## src/rtl/sha256_pkg.sv

```systemverilog
// SHA-256 shared definitions: block geometry, phase codes,
// schedule sigma rotation amounts and a rotate helper.
package sha256_pkg;

  localparam int WORD_W      = 32;
  localparam int BLOCK_WORDS = 16;
  localparam int NUM_ROUNDS  = 64;

  localparam logic [1:0] PH_LOAD  = 2'b00;
  localparam logic [1:0] PH_RUN   = 2'b01;
  localparam logic [1:0] PH_LAST  = 2'b10;
  localparam logic [1:0] PH_DRAIN = 2'b11;

  localparam int S0_R1 = 7;
  localparam int S0_R2 = 18;
  localparam int S0_SH = 3;
  localparam int S1_R1 = 17;
  localparam int S1_R2 = 19;
  localparam int S1_SH = 10;

  typedef enum logic [1:0] {
    ST_LOAD,
    ST_START,
    ST_RUN,
    ST_DRAIN
  } sched_state_e;

  function automatic logic [WORD_W-1:0] rotr(
    input logic [WORD_W-1:0] x,
    input int                n
  );
    return (x >> n) | (x << (WORD_W - n));
  endfunction

endpackage

```

## src/rtl/sha256_ssig.sv

```systemverilog
// Small-sigma function of the SHA-256 message schedule.
// SEL=0 gives ssig0, SEL=1 gives ssig1.
module sha256_ssig
  import sha256_pkg::*;
#(
  parameter int SEL = 0
) (
  input  logic [WORD_W-1:0] x,
  output logic [WORD_W-1:0] y
);

  localparam int R1 = (SEL == 0) ? S0_R1 : S1_R1;
  localparam int R2 = (SEL == 0) ? S0_R2 : S1_R2;
  localparam int SH = (SEL == 0) ? S0_SH : S1_SH;

  assign y = rotr(x, R1) ^ rotr(x, R2) ^ (x >> SH);

endmodule

```

## src/rtl/sha256_msg_sched.sv

```systemverilog
// SHA-256 message schedule: loads 16 words, then streams
// W0..W63 one per cycle from a 16-word sliding window.
module sha256_msg_sched
  import sha256_pkg::*;
#(
  parameter int DATA_WIDTH   = 32,
  parameter int DRAIN_CYCLES = 8
) (
  input  logic                  clk,
  input  logic                  rst_n,
  input  logic                  clr_in,
  input  logic                  in_valid,
  output logic                  in_ready,
  input  logic [DATA_WIDTH-1:0] in_data,
  output logic                  start_out,
  output logic [1:0]            state_out,
  output logic [5:0]            round_out,
  output logic [DATA_WIDTH-1:0] w_out,
  output logic                  block_done_out
);

  localparam int DW =
    (DRAIN_CYCLES > 1) ? $clog2(DRAIN_CYCLES) : 1;
  localparam logic [DW-1:0] D_LAST = DW'(DRAIN_CYCLES - 1);

  sched_state_e          state;
  logic [3:0]            cnt;
  logic [5:0]            rnd;
  logic [DW-1:0]         dcnt;
  logic [DATA_WIDTH-1:0] win [BLOCK_WORDS];
  logic [DATA_WIDTH-1:0] sig0;
  logic [DATA_WIDTH-1:0] sig1;
  logic [DATA_WIDTH-1:0] wnew;

  sha256_ssig #(.SEL(0)) u_ssig0 (
    .x (win[1]),
    .y (sig0)
  );

  sha256_ssig #(.SEL(1)) u_ssig1 (
    .x (win[14]),
    .y (sig1)
  );

  assign wnew = sig1 + win[9] + sig0 + win[0];

  always_ff @(posedge clk or negedge rst_n) begin
    if (!rst_n) begin
      state <= ST_LOAD;
      cnt   <= '0;
      rnd   <= '0;
      dcnt  <= '0;
      for (int i = 0; i < BLOCK_WORDS; i++)
        win[i] <= '0;
    end else if (clr_in) begin
      state <= ST_LOAD;
      cnt   <= '0;
      rnd   <= '0;
      dcnt  <= '0;
      for (int i = 0; i < BLOCK_WORDS; i++)
        win[i] <= '0;
    end else begin
      unique case (state)
        ST_LOAD: begin
          if (in_valid) begin
            win[cnt] <= in_data;
            cnt      <= cnt + 4'd1;
            if (cnt == 4'd15)
              state <= ST_START;
          end
        end
        ST_START: begin
          state <= ST_RUN;
          rnd   <= '0;
        end
        ST_RUN: begin
          for (int i = 0; i < BLOCK_WORDS - 1; i++)
            win[i] <= win[i+1];
          win[BLOCK_WORDS-1] <= wnew;
          // round index holds at 63 through DRAIN
          if (rnd == 6'(NUM_ROUNDS - 1)) begin
            state <= ST_DRAIN;
            dcnt  <= '0;
          end else begin
            rnd <= rnd + 6'd1;
          end
        end
        ST_DRAIN: begin
          if (dcnt == D_LAST) begin
            state <= ST_LOAD;
            cnt   <= '0;
            rnd   <= '0;
            dcnt  <= '0;
            for (int i = 0; i < BLOCK_WORDS; i++)
              win[i] <= '0;
          end else begin
            dcnt <= dcnt + DW'(1);
          end
        end
        default: state <= ST_LOAD;
      endcase
    end
  end

  always_comb begin
    state_out = PH_LOAD;
    unique case (1'b1)
      (state == ST_RUN):
        state_out = (rnd == 6'(NUM_ROUNDS - 1)) ?
                    PH_LAST : PH_RUN;
      (state == ST_DRAIN):
        state_out = PH_DRAIN;
      default:
        state_out = PH_LOAD;
    endcase
  end

  assign in_ready       = (state == ST_LOAD);
  assign start_out      = (state == ST_START);
  assign round_out      = rnd;
  assign w_out          = (state == ST_RUN) ? win[0] : '0;
  assign block_done_out = (state == ST_DRAIN) &&
                          (dcnt == D_LAST);

endmodule

```

## config.mk

```make
export PLATFORM = sky130hd
export DESIGN_NAME = sha256_msg_sched
export DESIGN_NICKNAME = d
export VERILOG_FILES = /design/src/rtl/sha256_pkg.sv /design/src/rtl/sha256_ssig.sv /design/src/rtl/sha256_msg_sched.sv
export SDC_FILE = /design/constraint.sdc
export NUM_CORES = 1
export LEC_CHECK = 0
export BUFFER_PORTS_ARGS = -buffer_cell sky130_fd_sc_hd__buf_2
export CAP_MARGIN = 10
export CELL_PAD_IN_SITES_DETAIL_PLACEMENT = 0
export CELL_PAD_IN_SITES_GLOBAL_PLACEMENT = 1
export CORE_MARGIN = 1
export CORE_UTILIZATION = 40
export CTS_CLUSTER_DIAMETER = 100
export DETAILED_ROUTE_END_ITERATION = 8
export PLACE_DENSITY_LB_ADDON = 0.1
export SLEW_MARGIN = 10
export SYNTH_ARGS = -nofsm -noshare
export SYNTH_HDL_FRONTEND = slang
export SYNTH_SLANG_ARGS = --single-unit
```

## constraint.sdc

```tcl
create_clock -name clk -period 7.8 [get_ports clk]
set_input_delay 0.78 -clock clk [delete_from_list [all_inputs] [get_ports clk]]
set_output_delay 0.78 -clock clk [all_outputs]
set_load 0.01 [all_outputs]
```

== Word level (Yosys, flattened, before mapping) ==
Index checks and enable logic that the tools add are counted.
W data, S select, Z words.

* Add/sub/neg operators: 6
* Order comparisons: 2
* Eq/ne operators: 11
* Multiplexer cells: 28
* Bitwise operators: 9
* Reduce and logical (&&, ||, !) cells: 12

{| class="wikitable"
|+ Operator list
! kind !! count
|-
| $mux W512 || 3
|-
| $pmux W512 S3 || 1
|-
| $bwmux W512 || 1
|-
| $demux W32 S4 || 1
|-
| $add A32 B32 Y32 || 3
|-
| $mux W32 || 2
|-
| $xor A32 B32 Y32 || 2
|-
| $or A13 B32 Y32 || 1
|-
| $or A14 B32 Y32 || 1
|-
| $or A15 B32 Y32 || 1
|-
| $or A25 B32 Y32 || 1
|-
| $xor A32 B22 Y32 || 1
|-
| $xor A32 B29 Y32 || 1
|-
| $mux W6 || 3
|-
| $pmux W6 S3 || 1
|-
| $mux W2 || 6
|-
| $mux W4 || 3
|-
| $ne A3 B3 Y1 const B || 4
|-
| $mux W3 || 3
|-
| $reduce_and A3 Y1 || 3
|-
| $pmux W2 S4 || 1
|-
| $pmux W4 S2 || 1
|-
| $reduce_bool A4 Y1 || 2
|-
| $add A6 B1 Y6 const B || 1
|-
| 18 further kinds || 21
|}

* Flip-flop bits (word level): 527
* Input bits: 36
* Word-level logic and storage cells: 88

== Depth between registers and ports, before layout ==
Gate-level depths: netlist of the first run.

* Depth after elaboration: 9
* Gate-level depth with buffers: 18

== Hierarchy ==
From an unflattened synthesis of the first run, not the netlist that was laid out.

* Cell total of the unflattened synthesis: 3,058
* Area total of the unflattened synthesis: 29,179.2 sq um

{| class="wikitable"
|+ Modules (own cells, without submodules)
! module !! times used !! cells each !! area each (sq um)
|-
| sha256_msg_sched || 1 || 2,994 || 27,849.2
|-
| sha256_ssig at u_ssig0 || 1 || 32 || 719.4
|-
| sha256_ssig at u_ssig1 || 1 || 32 || 610.6
|}

== Least setup slack after synthesis of the first run ==
OpenSTA, ideal clock, no wires.

* Kind: register to register
* Start: register win[452] (netlist name)
* End: register win[31] (netlist name)
* Setup time: 0.129 ns
* Arrival: 3.799 ns
* Path slack: 3.871 ns
* Cell stages (with the launch flop): 18
* Buffers on the path: 1
* Clock period less this slack: 3.929 ns
* Path through: dfrtp_1 clkbuf_1 xor2_1 xnor2_1 fa_1 fa_1 inv_1 ha_1 inv_1 fa_1 nor2b_2 o31ai_2 a21oi_2 o31ai_2 o41a_4 a31oi_4 mux2i_1 o21ai_1

* Longest elaborated chain between the ends: 7
* Elaborated cells on any way between the ends: 8
* Those cells by class: add/sub: 2; mux: 2; bitwise: 4

{| class="wikitable"
|+ Ends and longest elaborated chain
! element !! RTL line !! RTL
|-
| start: declaration || sha256_msg_sched.sv:30 || <nowiki>logic [DATA_WIDTH-1:0] win [BLOCK_WORDS];</nowiki>
|-
| start signal: indexed assignment || sha256_msg_sched.sv:66 || <nowiki>win[cnt] <= in_data;</nowiki>
|-
| start signal: indexed assignment || sha256_msg_sched.sv:78 || <nowiki>win[i] <= win[i+1];</nowiki>
|-
| start signal: indexed assignment || sha256_msg_sched.sv:79 || <nowiki>win[BLOCK_WORDS-1] <= wnew;</nowiki>
|-
| $or A14 B32 Y32 / $or A25 B32 Y32 (equally long branches) || sha256_pkg.sv:32 || <nowiki>return (x >> n) | (x << (WORD_W - n));</nowiki>
|-
| $xor A32 B32 Y32 || sha256_ssig.sv:16 || <nowiki>assign y = rotr(x, R1) ^ rotr(x, R2) ^ (x >> SH);</nowiki>
|-
| $xor A32 B29 Y32 * || sha256_ssig.sv:16 ||
|-
| $add A32 B32 Y32 * (2 in a row) || sha256_msg_sched.sv:45 || <nowiki>assign wnew = sig1 + win[9] + sig0 + win[0];</nowiki>
|-
| $pmux W512 S3 * || sha256_msg_sched.sv:63 || <nowiki>unique case (state)</nowiki>
|-
| $mux W512 * || sha256_msg_sched.sv:55 || <nowiki>end else if (clr_in) begin</nowiki>
|}

Every way passes the cells marked *; elsewhere a longest branch is shown, timed or not.
A chain may end at the register's enable or synchronous reset.

== Worst setup path after layout of the first run ==
* Start: register win[457] (netlist name)
* End: register win[18] (netlist name)

* Longest elaborated chain between the ends: 7

{| class="wikitable"
|+ Ends and longest elaborated chain
! element !! RTL line
|-
| $or A25 B32 Y32 || sha256_pkg.sv:32
|-
| $xor A32 B32 Y32 || sha256_ssig.sv:16
|-
| $xor A32 B29 Y32 * || sha256_ssig.sv:16
|-
| $add A32 B32 Y32 * (2 in a row) || sha256_msg_sched.sv:45
|-
| $pmux W512 S3 * || sha256_msg_sched.sv:63
|-
| $mux W512 * || sha256_msg_sched.sv:55
|}

Marks and branches as above.

==> run_results.csv, run 1 <==
group,metric,value,unit
status,outcome,"finished, final reports clean",
yosys,synth_area_leaders,"dfrtp_1 (45%), a221oi_1 (11%), nor2_1 (8.6%), fa_1 (4.3%), o31ai_1 (3.1%)",
drt,drcViolationCount,0,
clocking,cts_sinks,527,
setup_path,end_kind,"register",
clocking,cts_tree,"yes",
drt,drtIter0Drc,3104,
clocking,htree_levels,3,
yosys,synth_cells,3113,
clocking,ctsHoldBuffers,0,
floorplan,die_x,272,microns
yosys,synth_edf_count,0,
clocking,root_buffer,"clkbuf_16",
drt,wire_per_inst,31.7,microns
layout,final_nets,3128,
setup_path,arrival,5.09,ns
setup_path,startpoint,"win[457]$_DFFE_PN0P_",
global_routing,grt_start_max_net_pins,178,
drt,drt-total-wl,126,mm
layout,final_cell_mix,"nor2_1 (661), dfrtp_1 (527), a221oi_1 (349)",
yosys,syn_area,29100,sq um
run,maxCapViolations,0,
placement,place.port_buffers,78,
power,p_sw,4.47,mW
power,powerDensity,339,nW/um^2
yosys,synth_warnings,0,
global_routing,overflow,0,
clocking,numCtsBuffers,66,
yosys,synth_area_leader_cell,"dfrtp_1",
setup_path,crit_end,"win[18]$_DFFE_PN0P_",
timing,setup_viol,0,
timing,finalHoldViolCount,0,
yosys,synthDistinctLibCells,82,
setup_path,reg2reg_slack,3.18,ns
power,power.leakage,13.8,nW
timing,finalSetupTns,0,ns
yosys,async_flop_share,100,%
layout,mostFrequentLayoutCell,"nor2_1",
power,p_int,6.44,mW
floorplan,core-area,71700,sq um
clocking,clockBufferDepth,3,
timing,whs,0.163,ns
power,pwr-share-comb,41.8,%
setup_path,worstRegToRegCells,14,
layout,drive_above_1_share,10.3,%
drt,ant_nets,0,
floorplan,io_pins,79,
timing,rsz0062_at_grt,"false",
power,clkPwrFrac,28.7,%
timing,finClkSkew,0.0234,ns
setup_path,worstSetupPathType,"register to register",
global_routing,antenna_found_initial,4,
global_routing,grt_pass1_vias,24600,
drt,num_vias,25200,
placement,dpl_worst_slack,3.22,ns
floorplan,fp.dieH,272,microns
timing,slew_violations,0,
timing,max_slew.worst_pin.slew,1.42,ns
drt,dr.pass1.iters,6,
layout,multi_input_area,14100,sq um
yosys,syn_nets,3253,
yosys,ys_seq_area_share,45.3,%
setup_path,rr_endpoint,"win[18]$_DFFE_PN0P_",
drt,via_per_inst,6.31,
timing,post-route-period-util,59.3,%
power,pwr-share-seq,29.5,%
floorplan,row_count,98,
timing,min_period,4.62,ns
timing,relSlewSlack,5.10,%
layout,fillers,7055,
setup_path,critical_path_peak_fanout,5,
power,p_sw_share,41.0,%
clocking,post_cts_buffers,0,
hold_path,hp-class,"input pin to asynchronous set/reset pin",
timing,fin_ws,3.18,ns
yosys,syn_avg_cell_area,9.35,sq um
floorplan,start_util,40.6,%
yosys,synth_top_area_share,45.3,%
clocking,cts_resized,0,
layout,area_delta_synth_final,10.6,%
setup_path,worstReg2RegStart,"win[457]$_DFFE_PN0P_",
setup_path,critPathRequiredTime,8.26,ns
placement,place_congestion,0.921,
power,ir_drop,307,uV
clocking,insertion_delay,0.62,ns
yosys,ys.flop_type,"dfrtp_1",
global_routing,grt.total_usage,34.2,%
layout,seqCellArea,13200,sq um
placement,dpl.hpwl,85.8,mm
clocking,path_clk_slew,0.06,ns
timing,clock.fmax,216,MHz
global_routing,grt_pass1_wl,183,mm
yosys,synth_seq_cells,527,
setup_path,cp-start-kind,"register",
floorplan,fp.dieArea,73800,sq um
## cells by family after synthesis
logic type / synth area share (%)
and+or+nand+nor: 14.4
AOI/OAI and AO/OA: 22.9
DFF: 45.3
buffers and inverters: 6.71
xor gates and xnor gates: 4.36
adders and majority gates: 6.07
muxes: 0.254
## through the flow
step           instances  instance area, sq um  power (mW)  utilization, %
6_report            3990                 32200        10.9            44.9
5_1_grt             3988                 32200        11.5            44.9
4_1_cts             3988                 32200        10.9            44.9
3_5_place_dp        3870                 30000        7.76            41.8
3_3_place_gp        3870                 30000        7.77            41.8
2_1_floorplan       3113                 29100        6.27               -
## worst min path at each step
stage | slack [ns] | from | to
3_3_place_gp | 0.46 | win[303]$_DFFE_PN0P_ | win[303]$_DFFE_PN0P_
4_1_cts | 0.26 | rst_n | dcnt[1]$_DFFE_PN0P_
3_5_place_dp | 0.47 | win[171]$_DFFE_PN0P_ | win[171]$_DFFE_PN0P_
5_1_grt | 0.26 | rst_n | dcnt[1]$_DFFE_PN0P_
2_1_floorplan | 0.45 | win[0]$_DFFE_PN0P_ | win[0]$_DFFE_PN0P_
6_report | 0.16 | rst_n | dcnt[1]$_DFFE_PN0P_
## worst max-delay path, cell delays in order (launching register included)
cell      delay [ns]
dfrtp_1         0.50
xor2_1          0.22
xnor2_1         0.21
fa_1            0.47
fa_1            0.61
inv_1           0.06
ha_1            0.33
a211oi_2        0.23
nor2_2          0.10
o31ai_4         0.32
nor3_2          0.13
or3_1           0.42
a21oi_1         0.27
xor2_1          0.42
o22ai_1         0.16
## power by group through the flow
| stage | registers (mW) | logic, mW | clock network [mW] |
|---|---|---|---|
| global route | 3.23 | 4.98 | 3.28 |
| finish | 3.22 | 4.56 | 3.14 |
| global placement | 3.25 | 4.52 | 0 |
| detailed placement | 3.26 | 4.51 | 0 |
| CTS | 3.21 | 4.54 | 3.18 |
| floorplan | 3.11 | 3.16 | 0 |
## per-layer routing
metal | track usage (%) | up-vias | wire [microns]
met5 | 0 | - | 0
met2 | 51.2 | 1149 | 55600
met4 | 11.4 | 0 | 4180
met3 | 7.63 | 189 | 11200
met1 | 48.6 | 13000 | 55300
li1 | - | 10800 | -
## registers in the layout, summed over array words and instances, names as in the netlist
register and flops:
win 512, round_out 6, cnt 4, dcnt 3, state 2
## cell usage after synthesis, types with 6 or more instances
library cell	count
ha_1	42
dfrtp_1	527
nand4_1	6
o21a_1	6
nand2_1	174
or3_1	17
nor2b_1	6
fa_1	62
a21o_1	11
o31ai_1	120
buf_4	9
and2_0	8
a221oi_1	349
buf_2	89
a32oi_1	41
nor2_2	7
nand2b_1	6
and2_1	65
xor2_1	62
and3_1	12
clkbuf_1	229
o21ai_0	54
inv_1	130
nor2_1	669
xnor2_1	83
o21ai_2	10
nand3_1	13
a22oi_1	108
o21ai_1	17
a21oi_1	91
## area by class of cell
type	count	share of cell area, %
timing repair buffer	146	3.08
antenna	2	0.0155
sequential	527	41.0
inverter	131	1.53
clock buffer	104	6.20
multi-input combinational	2116	43.9
clock inverter	14	0.567
tap	950	3.69
(Power assumes the default switching activity.)
==> inputs of run 2 (changes only) <==
Clock period 7.8 ns to 3.9 ns, I/O delays scaled along.
==> run 2 against run 1 <==
The flow now finishes with violations (setup timing). Clock-buffer cell count fell by 12. Routed wire length rose by 4.0%. Sequential cell count did not move. Sequential power rose by 98%. Critical endpoint is now win[31]$_DFFE_PN0P_. Largest power group unchanged. Highest routed layer unchanged.
==> run_results.csv, run 2 (synthesized netlist as in run 1, its figures left out) <==
group,metric,value,unit
status,outcome,"finished, violations left",
status,violations,"setup timing",
timing,fin_ws,-0.0567,ns
floorplan,io_pins,79,
hold_path,hp-class,"input pin to register",
power,ir_drop,792,uV
power,powerDensity,744,nW/um^2
drt,num_vias,26200,
timing,slew_violations,0,
timing,rsz0062_at_grt,"true",
floorplan,core-area,71700,sq um
setup_path,worstRegToRegCells,15,
floorplan,start_util,40.6,%
timing,setup_viol,2,
drt,drtIter0Drc,2772,
clocking,numCtsBuffers,66,
global_routing,grt_pass1_wl,190,mm
run,maxCapViolations,0,
floorplan,fp.dieArea,73800,sq um
placement,place.port_buffers,78,
placement,dpl_worst_slack,-0.279,ns
setup_path,crit_end,"win[31]$_DFFE_PN0P_",
timing,clock.fmax,253,MHz
timing,relSlewSlack,5.02,%
global_routing,grt.total_usage,35.4,%
layout,seqCellArea,13200,sq um
drt,via_per_inst,6.21,
setup_path,cp-start-kind,"register",
timing,finalHoldViolCount,0,
floorplan,row_count,98,
timing,finClkSkew,0.0340,ns
setup_path,path_cells,"buf_6 -> xor2_1 -> xnor2_1 -> fa_1 -> fa_1 -> inv_1 -> ha_4 -> o21a_1 -> o31ai_4 -> a21oi_4 -> o31ai_4 -> o41a_4 -> a31oi_4 -> mux2i_1 -> o21ai_1",
layout,largest_reg_flops,512,
global_routing,antenna_found_initial,2,
setup_path,reg2reg_slack,-0.06,ns
timing,min_period,3.96,ns
layout,final_nets,3360,
clocking,path_clk_slew,0.06,ns
clocking,clockBufferDepth,3,
layout,largest-register,"win",
placement,place_congestion,0.939,
placement,placedCellCount,4082,
setup_path,cp_slowest_stage_delay,0.54,ns
drt,ant_nets,0,
drt,drcViolationCount,0,
setup_path,critPathSlowestCell,"fa_1",
setup_path,worstSetupPathType,"register to register",
setup_path,startpoint,"win[459]$_DFFE_PN0P_",
timing,post-route-period-util,101,%
clocking,htree_levels,3,
setup_path,end_kind,"register",
global_routing,overflow,0,
layout,final_cell_mix,"nor2_1 (659), dfrtp_1 (517), a221oi_1 (348)",
global_routing,grt_start_max_net_pins,174,
clocking,cts_tree,"yes",
power,power.leakage,15.1,nW
clocking,insertion_delay,0.62,ns
global_routing,grt_pass1_vias,26100,
layout,drive_above_1_share,19.8,%
setup_path,rr_endpoint,"win[31]$_DFFE_PN0P_",
floorplan,fp.dieH,272,microns
layout,multi_input_area,14900,sq um
layout,finalNonFillerCells,4211,
setup_path,critical_path_peak_fanout,4,
drt,dr.pass1.iters,5,
timing,max_slew.worst_pin.slew,1.42,ns
layout,mostFrequentLayoutCell,"nor2_1",
placement,dpl.hpwl,90.3,mm
setup_path,worstReg2RegStart,"win[459]$_DFFE_PN0P_",
clocking,root_buffer,"clkbuf_16",
layout,postLayoutCoreUtil,48.6,%
setup_path,critPathRequiredTime,4.39,ns
layout,area_delta_synth_final,19.8,%
drt,wire_per_inst,31.2,microns
clocking,cts_sinks,527,
drt,drt-total-wl,131,mm
floorplan,die_x,272,microns
setup_path,arrival,4.45,ns
layout,fillers,6899,
[run 2: changes by cell type in the layout (fill, tap and decap cells not counted), sizes merged]
| cell | delta |
|---|---|
| bufinv | -2 |
| clkbuf | -12 |
| buf | +231 |
| dlygate4sd3 | +1 |
| inv | -2 |
| clkinv | +5 |
[run 2: metrics by stage]
stage               setup TNS, ns  instance area [sq um]  total power, mW  hold WS, ns
floorplan                       0                  29100             12.5       0.0944
global placement            -2.69                  31800             17.4        0.458
detailed placement          -3.18                  31800             17.4        0.466
CTS                        -0.370                  34300             24.5       0.0482
global route               -0.755                  34900             27.3        0.113
finish                     -0.106                  34900             26.0       0.0703
[run 2: power breakdown]
group	internal, mW	leakage (nW)	total, mW	switching, mW
sequential	5.94	6.75	6.38	0.437
clock	3.47	1.02	6.00	2.53
combinational	6.28	7.37	13.6	7.29
[run 2: timing repair]
item / CTS / global route
setup buffers: 11 / 13
resized for setup: 67 / 92
cloned: 0 / 0
endpoints found under the setup margin: 20 / 25
hold buffers: 1 / 0
pin swaps: 50 / 78
endpoints found under the hold margin: 77 / 0
[run 2: area by class of cell]
| type | count | area share (%) |
|---|---|---|
| Multi-Input combinational cell | 2116 | 42.7 |
| Sequential cell | 527 | 37.9 |
| Timing Repair Buffer | 378 | 8.71 |
| Clock buffer | 92 | 5.45 |
| Tap cell | 950 | 3.41 |
| Inverter | 131 | 1.41 |
| Clock inverter | 15 | 0.438 |
| Antenna cell | 2 | 0.0144 |
[run 2: worst min-delay path by stage]
stage / startpoint / endpoint / slack [ns] / cells past startpoint
final: in_data[15] / win[399]$_DFFE_PN0P_ / 0.07 / 3
after CTS: in_data[15] / win[399]$_DFFE_PN0P_ / 0.05 / 3
after global placement: win[354]$_DFFE_PN0P_ / win[354]$_DFFE_PN0P_ / 0.46 / 2
after global routing: in_data[15] / win[399]$_DFFE_PN0P_ / 0.11 / 3
after detailed placement: win[298]$_DFFE_PN0P_ / win[298]$_DFFE_PN0P_ / 0.47 / 2
after floorplan: rst_n / cnt[0]$_DFFE_PN0P_ / 0.09 / 0
[run 2: worst max-delay path, delay by kind of cell (launching register included)]
kind	cells	cell delay, ns
muxes	1	0.20
adders and majority gates	3	1.31
DFF	1	0.44
AOI/OAI and AO/OA	7	1.28
buffers and inverters	2	0.20
xor gates and xnor gates	2	0.40
[run 2: routing by layer]
layer / track usage (%) / part of all wire [%] / vias to the layer above / wire [microns]
met5: 0 / 0 / - / 0
met4: 14.0 / 4.4 / 0 / 5800
met3: 6.98 / 8.0 / 219 / 10500
met2: 52.6 / 44 / 1198 / 57100
met1: 50.6 / 44 / 13500 / 57900
li1: - / - / 11200 / -
